--- src/rtl/debug_regs_pkg.sv ---
// Shared constants for the Wishbone debug register bank: register map layout,
// CTRL/STATUS bit positions and a byte-lane merge helper.
package debug_regs_pkg;

  localparam int          NUM_REGS_DEFAULT  = 4;
  localparam logic [31:0] BASE_ADDR_DEFAULT = 32'h30FF_FFF0;

  // CTRL and CYCLE_CNT always occupy the top two slots, whatever NUM_REGS is.
  localparam int CTRL_OFFSET_FROM_TOP = 2;
  localparam int CNT_OFFSET_FROM_TOP  = 1;

  localparam int CTRL_CNT_EN_BIT  = 0;
  localparam int CTRL_CNT_CLR_BIT = 1;
  localparam int CTRL_OVF_BIT     = 8;

  typedef enum logic [1:0] {
    REG_SCRATCH,
    REG_CTRL,
    REG_CNT
  } reg_kind_e;

  function automatic logic [31:0] byte_merge(input logic [31:0] old_val,
                                             input logic [31:0] new_val,
                                             input logic [3:0]  sel);
    logic [31:0] merged;
    merged = old_val;
    for (int b = 0; b < 4; b++) begin
      if (sel[b]) merged[8*b +: 8] = new_val[8*b +: 8];
    end
    return merged;
  endfunction

endpackage

--- src/rtl/wb_debug_regbank_if.sv ---
// Wishbone classic slave bus bundle for the debug register bank.
interface wb_debug_regbank_if;

  logic        wbs_cyc_i;
  logic        wbs_stb_i;
  logic        wbs_we_i;
  logic [3:0]  wbs_sel_i;
  logic [31:0] wbs_adr_i;
  logic [31:0] wbs_dat_i;
  logic        wbs_ack_o;
  logic [31:0] wbs_dat_o;

  modport master (
    output wbs_cyc_i, wbs_stb_i, wbs_we_i, wbs_sel_i, wbs_adr_i, wbs_dat_i,
    input  wbs_ack_o, wbs_dat_o
  );

  modport slave (
    input  wbs_cyc_i, wbs_stb_i, wbs_we_i, wbs_sel_i, wbs_adr_i, wbs_dat_i,
    output wbs_ack_o, wbs_dat_o
  );

endinterface

--- src/rtl/dbg_cycle_counter.sv ---
// Free-running 32-bit cycle counter with enable, synchronous clear and a
// sticky overflow flag that is cleared by a write-1 pulse.
module dbg_cycle_counter (
  input  logic        clk,
  input  logic        rst_n,
  input  logic        en,
  input  logic        clr,
  input  logic        ovf_clr,
  output logic [31:0] count,
  output logic        ovf
);

  logic [31:0] count_q;
  logic        ovf_q;
  logic        wrap;

  assign wrap = en & ~clr & (count_q == 32'hFFFF_FFFF);

  // Clear beats increment; a wrap in the same cycle as a W1C keeps the flag set.
  always_ff @(posedge clk or negedge rst_n) begin
    if (!rst_n) begin
      count_q <= '0;
      ovf_q   <= 1'b0;
    end else begin
      if (clr) begin
        count_q <= '0;
      end else if (en) begin
        count_q <= count_q + 32'd1;
      end
      if (wrap) begin
        ovf_q <= 1'b1;
      end else if (ovf_clr) begin
        ovf_q <= 1'b0;
      end
    end
  end

  assign count = count_q;
  assign ovf   = ovf_q;

endmodule

--- src/rtl/wb_debug_regbank.sv ---
// Wishbone slave exposing scratch registers, a CTRL/STATUS register and a
// read-only cycle counter, with single-cycle registered acknowledge.
module wb_debug_regbank
  import debug_regs_pkg::*;
#(
  parameter int          NUM_REGS  = NUM_REGS_DEFAULT,
  parameter logic [31:0] BASE_ADDR = BASE_ADDR_DEFAULT
) (
  input  logic                     wb_clk_i,
  input  logic                     wb_rst_ni,
  wb_debug_regbank_if.slave        wbs,
  output logic [31:0]              dbg_scratch0_o,
  output logic                     cnt_ovf_o
);

  localparam int             AW       = $clog2(NUM_REGS);
  localparam logic [AW-1:0]  CTRL_IDX = AW'(NUM_REGS - CTRL_OFFSET_FROM_TOP);
  localparam logic [AW-1:0]  CNT_IDX  = AW'(NUM_REGS - CNT_OFFSET_FROM_TOP);

  logic          hit;
  logic          req;
  logic          wr;
  logic [AW-1:0] idx;
  reg_kind_e     kind;
  logic          ctrl_wr;
  logic          ovf_clr;
  logic          ack_q;
  logic [31:0]   dat_q;
  logic [31:0]   rd_data;
  logic [31:0]   scratch_q [NUM_REGS];
  logic          cnt_en_q;
  logic          cnt_clr_q;
  logic [31:0]   count;
  logic          ovf;
  logic          unused_adr_bits;

  assign hit = wbs.wbs_cyc_i & wbs.wbs_stb_i &
               (wbs.wbs_adr_i[31:2+AW] == BASE_ADDR[31:2+AW]);
  assign idx = wbs.wbs_adr_i[2+AW-1:2];
  assign unused_adr_bits = ^wbs.wbs_adr_i[1:0];

  // A request is the first cycle of a hit; the held-strobe cycle after an ack
  // is ignored so a stalled master sees one ack per access.
  assign req = hit & ~ack_q;
  assign wr  = req & wbs.wbs_we_i;

  always_comb begin
    kind = REG_SCRATCH;
    if (idx == CTRL_IDX) begin
      kind = REG_CTRL;
    end else if (idx == CNT_IDX) begin
      kind = REG_CNT;
    end
  end

  assign ctrl_wr = wr & (kind == REG_CTRL);
  assign ovf_clr = ctrl_wr & wbs.wbs_sel_i[1] & wbs.wbs_dat_i[CTRL_OVF_BIT];

  always_comb begin
    rd_data = '0;
    case (kind)
      REG_SCRATCH: rd_data = scratch_q[idx];
      REG_CTRL: begin
        rd_data[CTRL_CNT_EN_BIT] = cnt_en_q;
        rd_data[CTRL_OVF_BIT]    = ovf;
      end
      REG_CNT:     rd_data = count;
      default:     rd_data = '0;
    endcase
  end

  // Read data is only loaded on a read request so the bus data is zero
  // in every cycle that does not carry an ack.
  always_ff @(posedge wb_clk_i or negedge wb_rst_ni) begin
    if (!wb_rst_ni) begin
      ack_q     <= 1'b0;
      dat_q     <= '0;
      cnt_en_q  <= 1'b0;
      cnt_clr_q <= 1'b0;
    end else begin
      ack_q     <= req;
      dat_q     <= (req && !wbs.wbs_we_i) ? rd_data : '0;
      cnt_clr_q <= ctrl_wr & wbs.wbs_sel_i[0] & wbs.wbs_dat_i[CTRL_CNT_CLR_BIT];
      if (ctrl_wr && wbs.wbs_sel_i[0]) begin
        cnt_en_q <= wbs.wbs_dat_i[CTRL_CNT_EN_BIT];
      end
    end
  end

  // Slots holding CTRL and CYCLE_CNT are never written and stay at zero.
  always_ff @(posedge wb_clk_i or negedge wb_rst_ni) begin
    if (!wb_rst_ni) begin
      for (int i = 0; i < NUM_REGS; i++) begin
        scratch_q[i] <= '0;
      end
    end else begin
      for (int i = 0; i < NUM_REGS; i++) begin
        if (wr && (kind == REG_SCRATCH) && (idx == AW'(i))) begin
          scratch_q[i] <= byte_merge(scratch_q[i], wbs.wbs_dat_i, wbs.wbs_sel_i);
        end
      end
    end
  end

  dbg_cycle_counter u_counter (
    .clk     (wb_clk_i),
    .rst_n   (wb_rst_ni),
    .en      (cnt_en_q),
    .clr     (cnt_clr_q),
    .ovf_clr (ovf_clr),
    .count   (count),
    .ovf     (ovf)
  );

  assign wbs.wbs_ack_o  = ack_q;
  assign wbs.wbs_dat_o  = dat_q;
  assign dbg_scratch0_o = scratch_q[0];
  assign cnt_ovf_o      = ovf;

endmodule

--- src/flat_wrapper.sv ---
// flat-port wrapper written by rule: the top's interface ports become plain ports
module wb_debug_regbank_flat import debug_regs_pkg::*;
#(
  parameter int          NUM_REGS  = NUM_REGS_DEFAULT,
  parameter logic [31:0] BASE_ADDR = BASE_ADDR_DEFAULT
)
  (wb_clk_i, wb_rst_ni, dbg_scratch0_o, cnt_ovf_o, wbs_wbs_cyc_i, wbs_wbs_stb_i, wbs_wbs_we_i, wbs_wbs_sel_i, wbs_wbs_adr_i, wbs_wbs_dat_i, wbs_wbs_ack_o, wbs_wbs_dat_o);
  wb_debug_regbank_if wbs_i ();
  input  logic wb_clk_i;
  input  logic wb_rst_ni;
  output logic [31:0] dbg_scratch0_o;
  output logic cnt_ovf_o;
  input wire logic [$bits(wbs_i.wbs_cyc_i)-1:0] wbs_wbs_cyc_i;
  input wire logic [$bits(wbs_i.wbs_stb_i)-1:0] wbs_wbs_stb_i;
  input wire logic [$bits(wbs_i.wbs_we_i)-1:0] wbs_wbs_we_i;
  input wire logic [$bits(wbs_i.wbs_sel_i)-1:0] wbs_wbs_sel_i;
  input wire logic [$bits(wbs_i.wbs_adr_i)-1:0] wbs_wbs_adr_i;
  input wire logic [$bits(wbs_i.wbs_dat_i)-1:0] wbs_wbs_dat_i;
  output wire logic [$bits(wbs_i.wbs_ack_o)-1:0] wbs_wbs_ack_o;
  output wire logic [$bits(wbs_i.wbs_dat_o)-1:0] wbs_wbs_dat_o;
  assign wbs_i.wbs_cyc_i = wbs_wbs_cyc_i;
  assign wbs_i.wbs_stb_i = wbs_wbs_stb_i;
  assign wbs_i.wbs_we_i = wbs_wbs_we_i;
  assign wbs_i.wbs_sel_i = wbs_wbs_sel_i;
  assign wbs_i.wbs_adr_i = wbs_wbs_adr_i;
  assign wbs_i.wbs_dat_i = wbs_wbs_dat_i;
  assign wbs_wbs_ack_o = wbs_i.wbs_ack_o;
  assign wbs_wbs_dat_o = wbs_i.wbs_dat_o;
  wb_debug_regbank #(.NUM_REGS(NUM_REGS), .BASE_ADDR(BASE_ADDR)) u_core (.wb_clk_i(wb_clk_i), .wb_rst_ni(wb_rst_ni), .wbs(wbs_i), .dbg_scratch0_o(dbg_scratch0_o), .cnt_ovf_o(cnt_ovf_o));
endmodule
--- config.mk ---
export PLATFORM = sky130hd
export DESIGN_NAME = wb_debug_regbank_flat
export DESIGN_NICKNAME = d
export VERILOG_FILES = /design/src/rtl/debug_regs_pkg.sv /design/src/rtl/wb_debug_regbank_if.sv /design/src/rtl/dbg_cycle_counter.sv /design/src/rtl/wb_debug_regbank.sv /design/src/flat_wrapper.sv
export SDC_FILE = /design/constraint.sdc
export NUM_CORES = 1
export LEC_CHECK = 0
export ABC_CLOCK_PERIOD_IN_PS = 3000
export BUFFER_PORTS_ARGS = -buffer_cell sky130_fd_sc_hd__buf_2
export CORE_ASPECT_RATIO = 0.5
export CORE_MARGIN = 2
export CORE_UTILIZATION = 40
export DETAILED_ROUTE_END_ITERATION = 10
export GPL_ROUTABILITY_DRIVEN = 1
export PLACE_DENSITY = 0.61
export SLEW_MARGIN = 20
export SYNTH_ARGS = -nofsm -noshare
export SYNTH_HDL_FRONTEND = slang
export SYNTH_SLANG_ARGS = --single-unit
--- constraint.sdc ---
create_clock -name wb_clk_i -period 3 [get_ports wb_clk_i]
set_clock_uncertainty 0.05 [all_clocks]
set_input_delay 0.6 -clock wb_clk_i [delete_from_list [all_inputs] [get_ports wb_clk_i]]
set_output_delay 0.6 -clock wb_clk_i [all_outputs]
set_load 0.01 [all_outputs]
==> flow_summary.json <==
{
  "r2r_slack_ns": 0.86,
  "setup_viol": 0,
  "yosys.area.top_type": "dfrtp_1",
  "grtUsageTotal": 0.1746,
  "yosysSeqAreaShare": 0.5264,
  "final.fill_count": 1416,
  "ys_ff_latch": 132,
  "yosys_warnings": 0,
  "grt_pass1_wl_um": 22700,
  "fin_crit_sh": 0.7627,
  "cp.arrival_ns": 2.53,
  "synth_fp_nets": 618,
  "muxShareOfSynthArea": 0.1769,
  "synthTopCellsByArea": "dfrtp_1 53%, mux2_2 12%, mux2i_1 4.9%",
  "clk_path_buf_depth": 2,
  "tns_ns": 0,
  "synth_top_area_frac": 0.5264,
  "die_area_mm2": 0.01677,
  "drt-pass1-iter-count": 4,
  "gr-total-overflow": 0,
  "synth_fa_ha_area_frac": 0.001994,
  "vias_per_cell": 5.099,
  "wire_per_inst_um": 16.34,
  "peakVddDrop_v": 0.0003388,
  "layout_common_cells": "135 x buf_2, 132 x dfrtp_1, 77 x nor2_1",
  "post_cts_buffers": 0,
  "drive_gt1_frac": 0.3961,
  "routed_wl_um": 14200,
  "r2r_end": "u_core.u_counter.count[24]$_DFFE_PN0P_",
  "clkSinkCount": 132,
  "synth_xor_xnor_area_share": 0.01815,
  "synthFlopType": "dfrtp_1",
  "antenna_found_initial": 1,
  "synth_cell_types": 39,
  "drtAntennaViolNets": 0,
  "port_buffers": 136,
  "initial_utilization": 0.4081,
  "path_cells": "buf_2, or4_4, nor4_4, buf_4, nand4_2, mux2_2",
  "synth-compound-area-share": 0.05583,
  "maxSlewViolCount": 0,
  "p_leak_nw": 3.919,
  "route.vias.total": 4431,
  "fin_crit_ns": 2.288,
  "clock_latency_ns": 0.41,
  "crit_type": "in2reg",
  "synthCells": 544,
  "crit_path_start_kind": "input port",
  "maxCapViolCount": 0,
  "cp_max_fo": 12,
  "postCtsHoldBufs": 0,
  "htreeDepth": 4,
  "clkSlewWorstSetupHoldPaths_ns": 0.06,
  "std_cell_rows": 32,
  "cp_slowest_stage_delay_ns": 0.54,
  "die_y_um": 92.57,
  "grt_pass1_vias": 4382,
  "nNetsFinal": 726,
  "relSlewSlack": 0.5089,
  "first_iter_violations": 198,
  "io_pins": 139,
  "drc": 0,
  "p_per_area_mw_per_mm2": 554.6,
  "reg2reg_depth": 6,
  "rsz0062_at_grt": "no",
  "timing.rr.start": "u_core.u_counter.count[0]$_DFFE_PN0P_",
  "synth_edf_count": 0,
  "die_w_um": 181.1,
  "fin_util": 0.4967,
  "final_common_cell": "buf_2",
  "slowest_stage": "or4_4",
  "synth_top_family_by_area": "multiplexers",
  "worstMarginPinSlew_ns": 0.7366,
  "outcome": "complete, no violations",
  "cp.required_ns": 3.24,
  "synthesis.area_mm2": 0.006275,
  "grt_max_degree": 62,
  "place.gp.congestion": 0.7485,
  "synth.avg_cell_area_um2": 11.53,
  "fmax_mhz": 437.0,
  "cts_tree": "built",
  "hold_violations": 0,
  "synthToLayoutAreaGrowth_pct": 21.69,
  "yosys.area_share.simple": 0.1593,
  "cts_root_buf": "clkbuf_16",
  "core_mm2": 0.01537,
  "hold_path.class": "in2async",
  "cts.repair.resized": 0,
  "synth-async-reset-ratio": 1.000,
  "worstSetupEndpointType": "flop",
  "cts_buffers": 17,
  "hpwlAfterDp_um": 9983
}
==> report_power, final <==
| group | total [mW] | switching [mW] | internal (mW) | leakage (nW) |
|---|---|---|---|---|
| sequential | 1.78 | 0.00000000490 | 1.78 | 1.85 |
| combinational | 0.150 | 0.0948 | 0.0554 | 1.75 |
| clock | 2.30 | 0.785 | 1.52 | 0.319 |
| total | 4.24 | 0.880 | 3.35 | 3.92 |
==> layer usage <==
| layer | vias to the layer above | GRT usage | wire length (um) |
|---|---|---|---|
| met1 | 2210 | 0.2454 | 7030 |
| met3 | 12 | 0.03736 | 506 |
| met2 | 76 | 0.2666 | 6484 |
| li1 | 2133 | - | - |
| met4 | 0 | 0.06572 | 174 |
| met5 | - | 0 | 0 |
==> flip-flops by register name (all words and copies together) (netlist names) <==
name,count
u_core.dbg_scratch0_o,32
u_core.scratch_q,32
u_core.u_counter.count,32
u_core.wbs.wbs_dat_o,32
u_core.cnt_clr_q,1
u_core.cnt_en_q,1
u_core.u_counter.ovf,1
u_core.wbs.wbs_ack_o,1
==> cell usage after synthesis (3+ instances only) <==
| library cell | number |
|---|---|
| a21oi_1 | 46 |
| and2_1 | 7 |
| and3_1 | 3 |
| and4_1 | 7 |
| buf_1 | 3 |
| buf_2 | 4 |
| buf_4 | 33 |
| clkbuf_1 | 20 |
| dfrtp_1 | 132 |
| inv_1 | 4 |
| mux2_2 | 67 |
| mux2i_1 | 31 |
| nand2_1 | 8 |
| nand3_1 | 6 |
| nand4_1 | 18 |
| nand4_4 | 6 |
| nor2_1 | 77 |
| nor2b_1 | 6 |
| nor4_1 | 3 |
| o21ai_0 | 3 |
| o31ai_1 | 13 |
| or3_1 | 3 |
| or4_1 | 13 |
| xnor2_1 | 3 |
| xor2_1 | 10 |
==> worst max path at each step <==
stage	from	to	slack [ns]
after floorplan	wbs_wbs_adr_i[25]	u_core.scratch_q[72]$_DFFE_PN0P_	0.71
after global placement	wbs_wbs_adr_i[25]	u_core.dbg_scratch0_o[24]$_DFFE_PN0P_	0.31
after detailed placement	wbs_wbs_adr_i[25]	u_core.dbg_scratch0_o[23]$_DFFE_PN0P_	0.28
after CTS	wbs_wbs_adr_i[25]	u_core.dbg_scratch0_o[23]$_DFFE_PN0P_	0.70
after global routing	wbs_wbs_adr_i[25]	u_core.dbg_scratch0_o[31]$_DFFE_PN0P_	0.63
final	wbs_wbs_adr_i[25]	u_core.dbg_scratch0_o[23]$_DFFE_PN0P_	0.71
==> critical path: cells and delay by family <==
kind | cells | cell delay, ns
buffers and inverters | 2 | 0.40
muxes | 1 | 0.40
and+or+nand+nor | 3 | 1.14
==> final cells by class <==
type,count,area [um2],area share
antenna,1,2.502,0.0003277
clock buffer,19,452.9,0.05932
clock inverter,12,202.7,0.02654
inverter,4,15.01,0.001966
multi-input combinational,346,2592,0.3395
sequential,132,3303,0.4326
tap,204,255.2,0.03343
timing repair buffer,151,812.0,0.1063
==> kinds of logic after synthesis <==
group | count (synthesis)
AND/OR/NAND/NOR | 169
multiplexers | 100
flip-flops | 132
adder cells (fa/ha/maj) | 1
buffers and inverters | 66
AO/OA/AOI/OAI | 63
XOR/XNOR | 13
==> stage by stage <==
| stage | total power, mW | cells | area (um2) | setup WS, ns | hold slack [ns] |
|---|---|---|---|---|---|
| floorplan | 1.859 | 544 | 6275 | 0.7098 | 0.2544 |
| global placement | 1.966 | 837 | 6978 | 0.3114 | 0.4369 |
| detailed placement | 1.968 | 837 | 6978 | 0.2764 | 0.4432 |
| CTS | 4.291 | 868 | 7634 | 0.7044 | 0.1244 |
| global route | 4.379 | 868 | 7634 | 0.6295 | 0.1437 |
| finish | 4.235 | 869 | 7636 | 0.7119 | 0.09239 |
Power figures use the tool's default switching activity.
